===== src/rtl/ccip_rd_stream_pkg.sv =====
// ----------------------------------------------------------------------------
// ccip_rd_stream_pkg
//
// Shared types and constants for the CCI-P c0 streaming read engine.
//   - t_rd_stream_state : engine control states
//   - t_line_count      : 32-bit line counter type (request index, line totals)
//   - CHECKSUM_WIDTH    : width of one folded response word
//   - LINE_WIDTH        : width of one CCI-P cache line
//   - fold_line()       : XOR of the 64-bit words of one cache line
// ----------------------------------------------------------------------------
package ccip_rd_stream_pkg;

    localparam int CHECKSUM_WIDTH = 64;
    localparam int LINE_WIDTH     = 512;
    localparam int LINE_WORDS     = LINE_WIDTH / CHECKSUM_WIDTH;

    typedef logic [31:0] t_line_count;

    typedef enum logic [1:0] {
        ST_IDLE,
        ST_RUN,
        ST_DRAIN,
        ST_DONE
    } t_rd_stream_state;

    // Fold a full cache line down to one checksum word.
    function automatic logic [CHECKSUM_WIDTH-1:0] fold_line(
        input logic [LINE_WIDTH-1:0] line
    );
        logic [CHECKSUM_WIDTH-1:0] acc;
        acc = '0;
        for (int i = 0; i < LINE_WORDS; i++) begin
            acc = acc ^ line[i*CHECKSUM_WIDTH +: CHECKSUM_WIDTH];
        end
        return acc;
    endfunction

endpackage : ccip_rd_stream_pkg


===== src/rtl/ccip_rd_stream_credit_counter.sv =====
// ----------------------------------------------------------------------------
// ccip_rd_stream_credit_counter
//
// Tracks read requests that have been issued but not yet answered.
//
// Ports:
//   clk        in   clock, rising edge
//   reset_n    in   synchronous active-low reset
//   inc        in   one request issued this cycle
//   dec        in   one response presented this cycle
//   at_limit   out  count has reached MAX_COUNT; no further issue allowed
//   zero       out  nothing outstanding
//   underflow  out  dec presented while nothing is outstanding (not applied)
//
// A simultaneous inc and valid dec leave the count unchanged. A dec with a
// zero count is flagged and discarded so the count never wraps.
// ----------------------------------------------------------------------------
module ccip_rd_stream_credit_counter #(
    parameter int MAX_COUNT = 64
) (
    input  logic clk,
    input  logic reset_n,
    input  logic inc,
    input  logic dec,
    output logic at_limit,
    output logic zero,
    output logic underflow
);

    localparam int CNT_WIDTH = $clog2(MAX_COUNT) + 1;

    logic [CNT_WIDTH-1:0] count_q;
    logic                 dec_ok;

    assign zero      = (count_q == '0);
    assign at_limit  = (count_q == CNT_WIDTH'(MAX_COUNT));
    assign underflow = dec && zero;
    assign dec_ok    = dec && !zero;

    always_ff @(posedge clk) begin
        if (!reset_n) begin
            count_q <= '0;
        end else if (inc && !dec_ok) begin
            count_q <= count_q + 1'b1;
        end else if (!inc && dec_ok) begin
            count_q <= count_q - 1'b1;
        end
    end

endmodule : ccip_rd_stream_credit_counter


===== src/rtl/ccip_rd_stream_engine.sv =====
// ----------------------------------------------------------------------------
// ccip_rd_stream_engine
//
// Streaming read engine on the CCI-P c0 channel. A start command launches a
// run of sequential cache-line reads from base_addr. Requests are throttled
// by c0 almost-full and by a local cap on outstanding reads; returned lines
// are counted and (optionally) XOR-folded into a checksum.
//
// Ports:
//   clk, reset_n       clock; synchronous active-low reset
//   start              start pulse, accepted in IDLE only
//   base_addr          first cache-line address (sampled on accepted start)
//   num_lines          number of lines to read (sampled on accepted start)
//   c0_req_valid       registered read request strobe
//   c0_req_addr        request line address, base_addr + index (wraps)
//   c0_req_mdata       request tag, low MDATA_WIDTH bits of the index
//   c0_alm_full        c0 almost-full from the shim; blocks issue
//   c0_rsp_valid       read response strobe
//   c0_rsp_data        read response line
//   busy               run in progress (RUN or DRAIN)
//   done               one-cycle completion pulse
//   lines_rcvd         responses counted in the current/last run
//   cycles             busy cycles of the current/last run, saturating
//   checksum           XOR fold of counted responses
//   err_unexpected     sticky: response while busy with nothing outstanding
//
// Build option:
//   CCIP_RD_STREAM_CHECKSUM_EN  defined  -> checksum accumulator is built
//                               undefined -> checksum is tied to zero
// ----------------------------------------------------------------------------
module ccip_rd_stream_engine
    import ccip_rd_stream_pkg::*;
#(
    parameter int MAX_OUTSTANDING = 64,
    parameter int ADDR_WIDTH      = 42,
    parameter int MDATA_WIDTH     = 16
) (
    input  logic                      clk,
    input  logic                      reset_n,
    input  logic                      start,
    input  logic [ADDR_WIDTH-1:0]     base_addr,
    input  logic [31:0]               num_lines,
    output logic                      c0_req_valid,
    output logic [ADDR_WIDTH-1:0]     c0_req_addr,
    output logic [MDATA_WIDTH-1:0]    c0_req_mdata,
    input  logic                      c0_alm_full,
    input  logic                      c0_rsp_valid,
    input  logic [LINE_WIDTH-1:0]     c0_rsp_data,
    output logic                      busy,
    output logic                      done,
    output logic [31:0]               lines_rcvd,
    output logic [31:0]               cycles,
    output logic [CHECKSUM_WIDTH-1:0] checksum,
    output logic                      err_unexpected
);

    t_rd_stream_state      state_q;
    t_rd_stream_state      state_d;

    logic [ADDR_WIDTH-1:0] base_q;
    t_line_count           num_q;
    t_line_count           issued_q;

    logic start_accept;
    logic issue;
    logic last_issue;
    logic rsp_live;
    logic rsp_count;
    logic rsp_underflow;
    logic credit_at_limit;
    logic credit_zero;

    // ------------------------------------------------------------------
    // Status decode straight from the state register
    // ------------------------------------------------------------------
    assign busy = (state_q == ST_RUN) || (state_q == ST_DRAIN);
    assign done = (state_q == ST_DONE);

    assign start_accept = start && (state_q == ST_IDLE);

    // Issue decision for this cycle; the request itself appears on the
    // c0 outputs one cycle later. Almost-full is honoured in the same cycle.
    assign issue = (state_q == ST_RUN)
                && (issued_q < num_q)
                && !credit_at_limit
                && !c0_alm_full;

    assign last_issue = issue && (issued_q == num_q - 32'd1);

    // Responses outside a run are dropped before they reach any counter.
    assign rsp_live  = c0_rsp_valid && busy;
    assign rsp_count = rsp_live && !credit_zero;

    // ------------------------------------------------------------------
    // Outstanding-request tracking
    // ------------------------------------------------------------------
    ccip_rd_stream_credit_counter #(
        .MAX_COUNT (MAX_OUTSTANDING)
    ) u_credit (
        .clk       (clk),
        .reset_n   (reset_n),
        .inc       (issue),
        .dec       (rsp_live),
        .at_limit  (credit_at_limit),
        .zero      (credit_zero),
        .underflow (rsp_underflow)
    );

    // ------------------------------------------------------------------
    // Next-state logic
    // ------------------------------------------------------------------
    always_comb begin
        // NOTE: default first so every path assigns state_d and no latch is inferred.
        state_d = state_q;
        unique case (state_q)
            ST_IDLE: begin
                if (start_accept) begin
                    state_d = (num_lines == 32'd0) ? ST_DONE : ST_RUN;
                end
            end
            ST_RUN: begin
                if (last_issue) begin
                    state_d = ST_DRAIN;
                end
            end
            ST_DRAIN: begin
                if (lines_rcvd == num_q) begin
                    state_d = ST_DONE;
                end
            end
            ST_DONE: begin
                state_d = ST_IDLE;
            end
            default: begin
                state_d = ST_IDLE;
            end
        endcase
    end

    // ------------------------------------------------------------------
    // State, request and statistics registers
    // ------------------------------------------------------------------
    // NOTE: non-blocking assignments so every register samples pre-edge values.
    always_ff @(posedge clk) begin
        if (!reset_n) begin
            state_q        <= ST_IDLE;
            base_q         <= '0;
            num_q          <= '0;
            issued_q       <= '0;
            c0_req_valid   <= 1'b0;
            c0_req_addr    <= '0;
            c0_req_mdata   <= '0;
            lines_rcvd     <= '0;
            cycles         <= '0;
            err_unexpected <= 1'b0;
        end else begin
            state_q      <= state_d;
            c0_req_valid <= issue;

            if (issue) begin
                c0_req_addr  <= base_q + ADDR_WIDTH'(issued_q);
                c0_req_mdata <= MDATA_WIDTH'(issued_q);
                issued_q     <= issued_q + 32'd1;
            end

            if (start_accept) begin
                base_q         <= base_addr;
                num_q          <= num_lines;
                issued_q       <= '0;
                lines_rcvd     <= '0;
                cycles         <= '0;
                err_unexpected <= 1'b0;
            end

            if (rsp_count) begin
                lines_rcvd <= lines_rcvd + 32'd1;
            end

            // Saturate rather than wrap on very long runs.
            if (busy && (cycles != 32'hFFFF_FFFF)) begin
                cycles <= cycles + 32'd1;
            end

            if (rsp_underflow) begin
                err_unexpected <= 1'b1;
            end
        end
    end

    // ------------------------------------------------------------------
    // Optional checksum accumulator
    // ------------------------------------------------------------------
`ifdef CCIP_RD_STREAM_CHECKSUM_EN
    always_ff @(posedge clk) begin
        if (!reset_n) begin
            checksum <= '0;
        end else if (start_accept) begin
            checksum <= '0;
        end else if (rsp_count) begin
            checksum <= checksum ^ fold_line(c0_rsp_data);
        end
    end
`else
    assign checksum = '0;

    // Response payload only feeds the checksum, which is not built here.
    logic rsp_data_unused;
    assign rsp_data_unused = ^c0_rsp_data;
`endif

endmodule : ccip_rd_stream_engine


===== config.mk =====
export PLATFORM = sky130hd
export DESIGN_NAME = ccip_rd_stream_engine
export DESIGN_NICKNAME = d
export VERILOG_FILES = /design/src/rtl/ccip_rd_stream_pkg.sv /design/src/rtl/ccip_rd_stream_credit_counter.sv /design/src/rtl/ccip_rd_stream_engine.sv
export SDC_FILE = /design/constraint.sdc
export NUM_CORES = 1
export LEC_CHECK = 0
export BUFFER_PORTS_ARGS = -buffer_cell sky130_fd_sc_hd__buf_2
export CORE_AREA = 2 2 300 302
export CTS_CLUSTER_DIAMETER = 200
export DETAILED_ROUTE_END_ITERATION = 12
export DIE_AREA = 0 0 302 304
export PLACE_DENSITY = 0.33
export SETUP_SLACK_MARGIN = 0.15
export SKIP_LAST_GASP = 1
export SLEW_MARGIN = 20
export SYNTH_ARGS = -nofsm -noshare
export SYNTH_HDL_FRONTEND = slang
export SYNTH_SLANG_ARGS = --single-unit
export TNS_END_PERCENT = 5

===== constraint.sdc =====
create_clock -name clk -period 11.61 [get_ports clk]
set_clock_uncertainty 0.15 [all_clocks]
set_input_delay 2.322 -clock clk [delete_from_list [all_inputs] [get_ports clk]]
set_output_delay 2.322 -clock clk [all_outputs]
set_load 0.005 [all_outputs]

==> metrics.md, run 1 <==
| Metric | Value |
|---|---|
| Pre-Repair DR Iteration Count | 5 |
| Share of cells above drive strength 1 | 15.10% |
| Clk sinks | 239 |
| Post_cts resized | 0 |
| # H-tree levels | 2 |
| Power per cell area | 159.1 mW/mm^2 |
| Total wire length after detailed routing | 58810 um |
| Initial Util | 16.22% |
| Placed Instance Area | 0.01647 mm^2 |
| Setup slack, reg-to-reg | 5.68 ns |
| Ports | 781 |
| Synth top area share | 33.12% |
| Ys Warns | 0 |
| Final net count | 2733 |
| Final min period | 5.934 ns |
| RSZ-0062 raised after global routing | no |
| Worst Hold Path EP | c0_req_addr[4] |
| First-pass GRT wire length | 87160 um |
| Reg area | 0.004785 mm^2 |
| Maximum clock rate | 0.1685 GHz |
| Finished layout cell area | 0.01760 mm^2 |
| Drt drc | 0 |
| CTS root buf | clkbuf_16 |
| Wire length per cell | 18.00 um |
| Startpoint types | flip-flop |
| # setup viols final | 0 |
| Post-synthesis xor/xnor area fraction | 8.792% |
| Pin count of the biggest net entering global routing | 80 |
| Die width | 302 um |
| Most frequent cell after synthesis | nand2_1 |
| Area leader, netlist | dfxtp_1 |
| Clock buffer count from CTS | 34 |
| Worst Max-Slew Pin Slew | 1.012 ns |
| Top FF cell, synth | dfxtp_1 |
| Critical Path AT | 6.30 ns |
| Yosys reg bits | 239 |
| VDD IR-drop max | 0.00008164 V |
| DP HPWL | 44960 um |
| Compound-Gate Fraction of Synth Area | 17.60% |
| Register clock-pin slew on the reported worst setup and hold paths | 0.06 ns |
| Max FO, Critical Path | 79 |
| WS Path Type | flip-flop to flip-flop |
| Area delta synth->final | 21.86% |
| Synth async-reset ratio | 0% |
| Max-slew headroom | 31.66% |
| Vias in the first global route | 13.45k |
| Die area | 0.09181 mm^2 |
| Max-cap viol count | 0 |
| Outcome | completed |
| Area of the multi-input gates | 0.008818 mm^2 |
| CP endpoint kind | flip-flop |
| Register area share after synthesis | 33.12% |
| Reg2reg start | num_q[19] |
| Hold depth | 2 |
| Routed via count | 13.93k |
| Leakage power | 6.941 nW |
| GP Congestion | 0.8562 |
| Crit-path cells | inv_1 -> ha_1 -> a21oi_1 -> o21ai_0 -> a221o_1 -> o41ai_1 -> o21ai_4 -> inv_2 -> buf_4 -> ha_1 -> inv_1 -> fa_1 -> a21o_1 -> a21oi_1 -> o21bai_1 -> a21oi_1 -> xnor2_1 -> or3_1 -> a21oi_1 |
| Library cells used by synthesis | 77 |
| Slowest stage cell, crit path | o41ai_1 |
| R2r endpoint | u_credit.count_q[6] |
| Post-synth EDFFs | 0 |
| Hold buffer count at cts | 0 |
| Initial antenna violation count | 12 |
| IO buf count | 204 |
| Tcrit/Tclk final | 51.11% |
| All-Layer GR Usage | 12.47% |
| Worst-skew pair later-pin latency | 0.59 ns |
| Core area | 0.08905 mm^2 |
| Site row count | 110 |
| Routed Antenna Nets | 0 |
| Min-delay worst type | flip-flop to flip-flop |
| Mux cell area share after synthesis | 0.6410% |
| Final hold violation count | 0 |
| Worst EP required | 11.97 ns |
| DIE HEIGHT | 304 um |
| Avg Inst Size Synth | 7.611 um^2 |
| Setup Fix Bufs, Post-CTS | 0 |
| CTS tree | done |
| Slew Viols, Final | 0 |
| Via density | 4.262 |
| Synth Cell Area | 0.01445 mm^2 |
| Largest cells by area after synthesis | dfxtp_1 (33%), nand2_1 (9.1%), a21oi_1 (7.6%) |
| Simple-gate share of the synthesized area | 24.90% |
| Clock buffer depth | 3 |
| Post-synth top cells | nand2_1 (350), dfxtp_1 (239), a21oi_1 (219) |
| Min-Delay Startpoint | c0_req_addr[4] |
| GRT overflow | 0 |
| Filler cells | 10.05k |
| Setup TNS | 0 ns |
| R2R cell count | 19 |
| Critical Path Max Stage Delay | 0.93 ns |
| Main combinational cell family by area after synthesis | simple AND/OR/NAND/NOR gates |
| Initial drt markers | 801 |
| Most common cell on crit path | a21oi_1 |
| Synth Instances | 1898 |
| Post-Synth Adder-Cell Area | 7.120% |
-- worst max path at each step --
stage	start	endpoint	slack, ns	depth (start not counted)
after global routing	num_q[19]	u_credit.count_q[6]	5.21	19
after detailed placement	c0_alm_full	u_credit.count_q[6]	5.29	16
after global placement	c0_alm_full	u_credit.count_q[6]	5.33	16
after CTS	num_q[19]	u_credit.count_q[6]	5.60	19
final	num_q[19]	u_credit.count_q[6]	5.68	19
after floorplan	c0_alm_full	u_credit.count_q[6]	5.96	16
-- logic make-up after synthesis --
kind of cell,count (synthesis)
multiplexers,9
AO/OA/AOI/OAI,432
flip-flops,239
buffers and inverters,224
AND/OR/NAND/NOR,767
adder cells (fa/ha/maj),81
XOR/XNOR,145
other,1
-- critical path: cells and delay by family, from the launching register on --
| kind | cells | cell delay [ns] |
|---|---|---|
| AOI/OAI and AO/OA | 10 | 2.50 |
| xor gates and xnor gates | 1 | 0.10 |
| adders and majority gates | 3 | 1.10 |
| buffers and inverters | 4 | 1.05 |
| DFF | 1 | 0.61 |
| and+or+nand+nor | 1 | 0.30 |
-- state kept, by name, indices dropped and copies added, names as in the netlist --
name              cells
base_q               42
c0_req_addr          42
cycles               32
issued_q             32
lines_rcvd           32
num_q                32
c0_req_mdata         16
u_credit.count_q      7
state_q               2
c0_req_valid          1
err_unexpected        1
-- where the power goes --
group / switching [mW] / internal [mW]
Combinational: 0.509 / 0.279
Sequential: 0.0882 / 0.884
Clock: 0.441 / 0.599
-- final cells by class --
class / instances / share of cell area, %
Sequential cell: 239 / 27.18
Tap cell: 1176 / 8.359
Clock inverter: 15 / 0.9667
Multi-Input combinational cell: 1498 / 50.10
Timing Repair Buffer: 223 / 6.610
Clock buffer: 46 / 5.317
Inverter: 65 / 1.400
Antenna cell: 5 / 0.07108
-- layout by cell type, fill, tap and decap left out, types with 9 or more instances in the layout --
| cell | instances |
|---|---|
| nand2_1 | 349 |
| dfxtp_1 | 239 |
| a21oi_1 | 219 |
| buf_2 | 204 |
| nor2_1 | 126 |
| xnor2_1 | 86 |
| o21ai_0 | 81 |
| ha_1 | 79 |
| nand3_1 | 65 |
| conb_1 | 64 |
| inv_1 | 62 |
| xor2_1 | 59 |
| nand4_1 | 44 |
| clkbuf_16 | 34 |
| nor3_1 | 29 |
| nor4_1 | 27 |
| a21o_1 | 23 |
| and3_1 | 23 |
| or3_1 | 22 |
| buf_4 | 19 |
| o211ai_1 | 16 |
| or2_2 | 12 |
| and4_1 | 12 |
| a211oi_1 | 12 |
| a31oi_1 | 11 |
| nor2b_1 | 10 |
| o31ai_1 | 10 |
| o21a_1 | 9 |
| clkinv_2 | 9 |
-- through the flow --
stage	utilization [%]	setup slack, ns	cells	hold WS, ns	power, mW
floorplan	-	5.959	1961	0.2906	1.538
global route	19.76	5.214	3265	0.3238	2.988
finish	19.77	5.676	3267	0.2990	2.801
CTS	19.74	5.601	3262	0.3039	2.859
detailed placement	18.50	5.286	3201	0.2959	1.789
global placement	18.50	5.332	3201	0.2920	1.783
-- per-layer routing --
| layer | wire length (um) | up-vias | track usage, % |
|---|---|---|---|
| met5 | 104 | - | 0 |
| met4 | 1313 | 14 | 3.212 |
| met3 | 4681 | 81 | 4.248 |
| met2 | 26380 | 400 | 19.82 |
| met1 | 26330 | 6602 | 16.04 |
| li1 | - | 6828 | - |
(Power assumes the default switching activity.)
==> inputs of run 2 (changes only) <==
--- a/config.mk
+++ b/config.mk
@@ -6,10 +6,10 @@
 export NUM_CORES = 1
 export LEC_CHECK = 0
 export BUFFER_PORTS_ARGS = -buffer_cell sky130_fd_sc_hd__buf_2
-export CORE_AREA = 2 2 300 302
+export CORE_AREA = 2 2 305 307
 export CTS_CLUSTER_DIAMETER = 200
 export DETAILED_ROUTE_END_ITERATION = 12
-export DIE_AREA = 0 0 302 304
+export DIE_AREA = 0 0 307 309
 export PLACE_DENSITY = 0.33
 export SETUP_SLACK_MARGIN = 0.15
 export SKIP_LAST_GASP = 1
==> constraint.sdc (replaced) <==
create_clock -name clk -period 5.2 [get_ports clk]
set_clock_uncertainty 0.15 [all_clocks]
set_input_delay 1.04 -clock clk [delete_from_list [all_inputs] [get_ports clk]]
set_output_delay 1.04 -clock clk [all_outputs]
set_load 0.005 [all_outputs]
==> run 2 against run 1 <==
Cell count rose by 1.4%. Core utilization fell by 0.092 points. Die area rose by 3.3%. Via count rose by 1.5%. Sequential share of layout area fell by 0.56 points. Clock power rose by 150%. Hold slack got worse by 0.0015 ns. Highest routed layer unchanged. Wire length rose by 3.6%. First-iteration DRC count rose by 1.5%. Total power rose by 130%. Register-to-register slack got worse by 5.2 ns. Setup slack got worse by 5.2 ns.
==> metrics.md, run 2 (synthesis gave the netlist of run 1 again) <==
| Metric | Value |
|---|---|
| Routed Antenna Nets | 0 |
| Regs by FF count | base_q x42, c0_req_addr x42 |
| Critical Path AT | 5.05 ns |
| Hold buffer count at cts | 0 |
| DIE HEIGHT | 309 um |
| Pin count of the biggest net entering global routing | 99 |
| RSZ-0062 raised after global routing | no |
| Routed via count | 14.14k |
| Worst-skew pair later-pin latency | 0.55 ns |
| Vias in the first global route | 13.53k |
| Maximum clock rate | 0.2111 GHz |
| Total wire length after detailed routing | 60960 um |
| DP HPWL | 47030 um |
| Ports | 781 |
| CTS tree | done |
| Min-delay worst type | flip-flop to flip-flop |
| Wire length per cell | 18.40 um |
| Final net count | 2768 |
| Pre-Repair DR Iteration Count | 5 |
| Slew Viols, Final | 0 |
| Clock buffer depth | 3 |
| Initial Util | 15.81% |
| Final hold violation count | 0 |
| Drt drc | 0 |
| Setup TNS | 0 ns |
| Power per cell area | 364.1 mW/mm^2 |
| Highest-count cells in the layout ignoring fill and taps | nand2_1 (349), dfxtp_1 (238), a21oi_1 (219) |
| Startpoint types | flip-flop |
| Die width | 307 um |
| Hold_ws | 0.2975 ns |
| Share of cells above drive strength 1 | 16.40% |
| Clock buffer count from CTS | 36 |
| GP Congestion | 0.8613 |
| Die area | 0.09486 mm^2 |
| Tcrit/Tclk final | 91.08% |
| Max-slew headroom | 30.66% |
| Initial antenna violation count | 13 |
| Clk sinks | 239 |
| First-pass GRT wire length | 89290 um |
| CP endpoint kind | flip-flop |
| All-Layer GR Usage | 12.43% |
| Reg2reg start | num_q[13] |
| WS Path Type | flip-flop to flip-flop |
| Outcome | completed |
| Worst Hold Path EP | c0_req_mdata[4] |
| GRT overflow | 0 |
| Max FO, Critical Path | 6 |
| Area delta synth->final | 24.48% |
| Worst EP required | 5.52 ns |
| Setup slack, reg-to-reg | 0.46 ns |
| CTS root buf | clkbuf_16 |
| Leakage power | 7.167 nW |
| Leading cell type in the layout, fill and taps excluded | nand2_1 |
| Site row count | 111 |
| Via density | 4.267 |
| # H-tree levels | 2 |
| R2R cell count | 20 |
| Initial drt markers | 813 |
| Min-Delay Startpoint | c0_req_mdata[4] |
| Max-cap viol count | 0 |
| Worst Max-Slew Pin Slew | 1.031 ns |
| Hold depth | 2 |
| VDD IR-drop max | 0.0001979 V |
| Register clock-pin slew on the reported worst setup and hold paths | 0.06 ns |
| IO buf count | 204 |
| R2r endpoint | u_credit.count_q[6] |
| # setup viols final | 0 |
| Final min period | 4.736 ns |
| Core area | 0.09139 mm^2 |
## run 2: how the worst max path moves through the flow
| stage | cells past startpoint | end | startpoint | slack (ns) |
|---|---|---|---|---|
| after global routing | 20 | u_credit.count_q[6] | num_q[13] | 0.23 |
| after floorplan | 21 | u_credit.count_q[6] | num_q[19] | 0.30 |
| after detailed placement | 20 | u_credit.count_q[6] | num_q[7] | 0.36 |
| after CTS | 20 | u_credit.count_q[6] | num_q[7] | 0.36 |
| after global placement | 20 | u_credit.count_q[6] | num_q[7] | 0.42 |
| final | 20 | u_credit.count_q[6] | num_q[13] | 0.46 |
## run 2: through the flow
step                      instance area (um^2)  power, mW  worst slack, ns  utilization, %  cells
after global routing                     17970      6.934           0.2288           19.67   3310
final                                    17980      6.546           0.4638           19.68   3313
after CTS                                17960      6.665           0.3608           19.65   3308
after global placement                   16740      4.016           0.4234           18.32   3244
after detailed placement                 16740      4.025           0.3603           18.32   3244
after floorplan                          14680      3.434           0.2956               -   1961
## run 2: critical path, cell delays in order, from the launching register on
cell      delay [ns]
dfxtp_1         0.55
inv_1           0.09
ha_1            0.32
a21o_1          0.18
a2111o_1        0.43
or2_2           0.28
a41o_1          0.25
o41ai_2         0.06
buf_4           0.20
o21ai_4         0.05
inv_2           0.09
ha_1            0.19
inv_1           0.14
fa_1            0.43
a21o_1          0.17
a21oi_1         0.23
o21bai_1        0.10
a21oi_1         0.19
xnor2_1         0.10
or3_1           0.31
a21oi_1         0.15
## run 2: routing by layer
metal	routed length, um	vias to the layer above	global-route usage (%)
li1	-	6910	-
met1	27030	6707	16.00
met2	27240	425	19.74
met3	5291	79	4.289
met4	1300	16	3.222
met5	100	-	0
## run 2: cell type report
type                    instances  area (um^2)
fillers                     10370        73400
multi-input cells            1498         8812
diodes                          5        12.51
clock buffers                  52         1011
well taps                    1186         1484
repair buffers                256         1424
inverters                      65        246.5
flip-flops and latches        239         4786
clock inverters                12        205.2
## run 2: timing repair
item	4_1_cts	5_1_grt
endpoints found under the setup margin	0	1
setup buffers	0	0
gates resized for setup	0	2
## run 2: report_power, final
| part | switching, mW | total [mW] | internal [mW] |
|---|---|---|---|
| Sequential | 0.150 | 2.12 | 1.97 |
| Combinational | 1.20 | 1.85 | 0.649 |
| Clock | 0.971 | 2.57 | 1.60 |
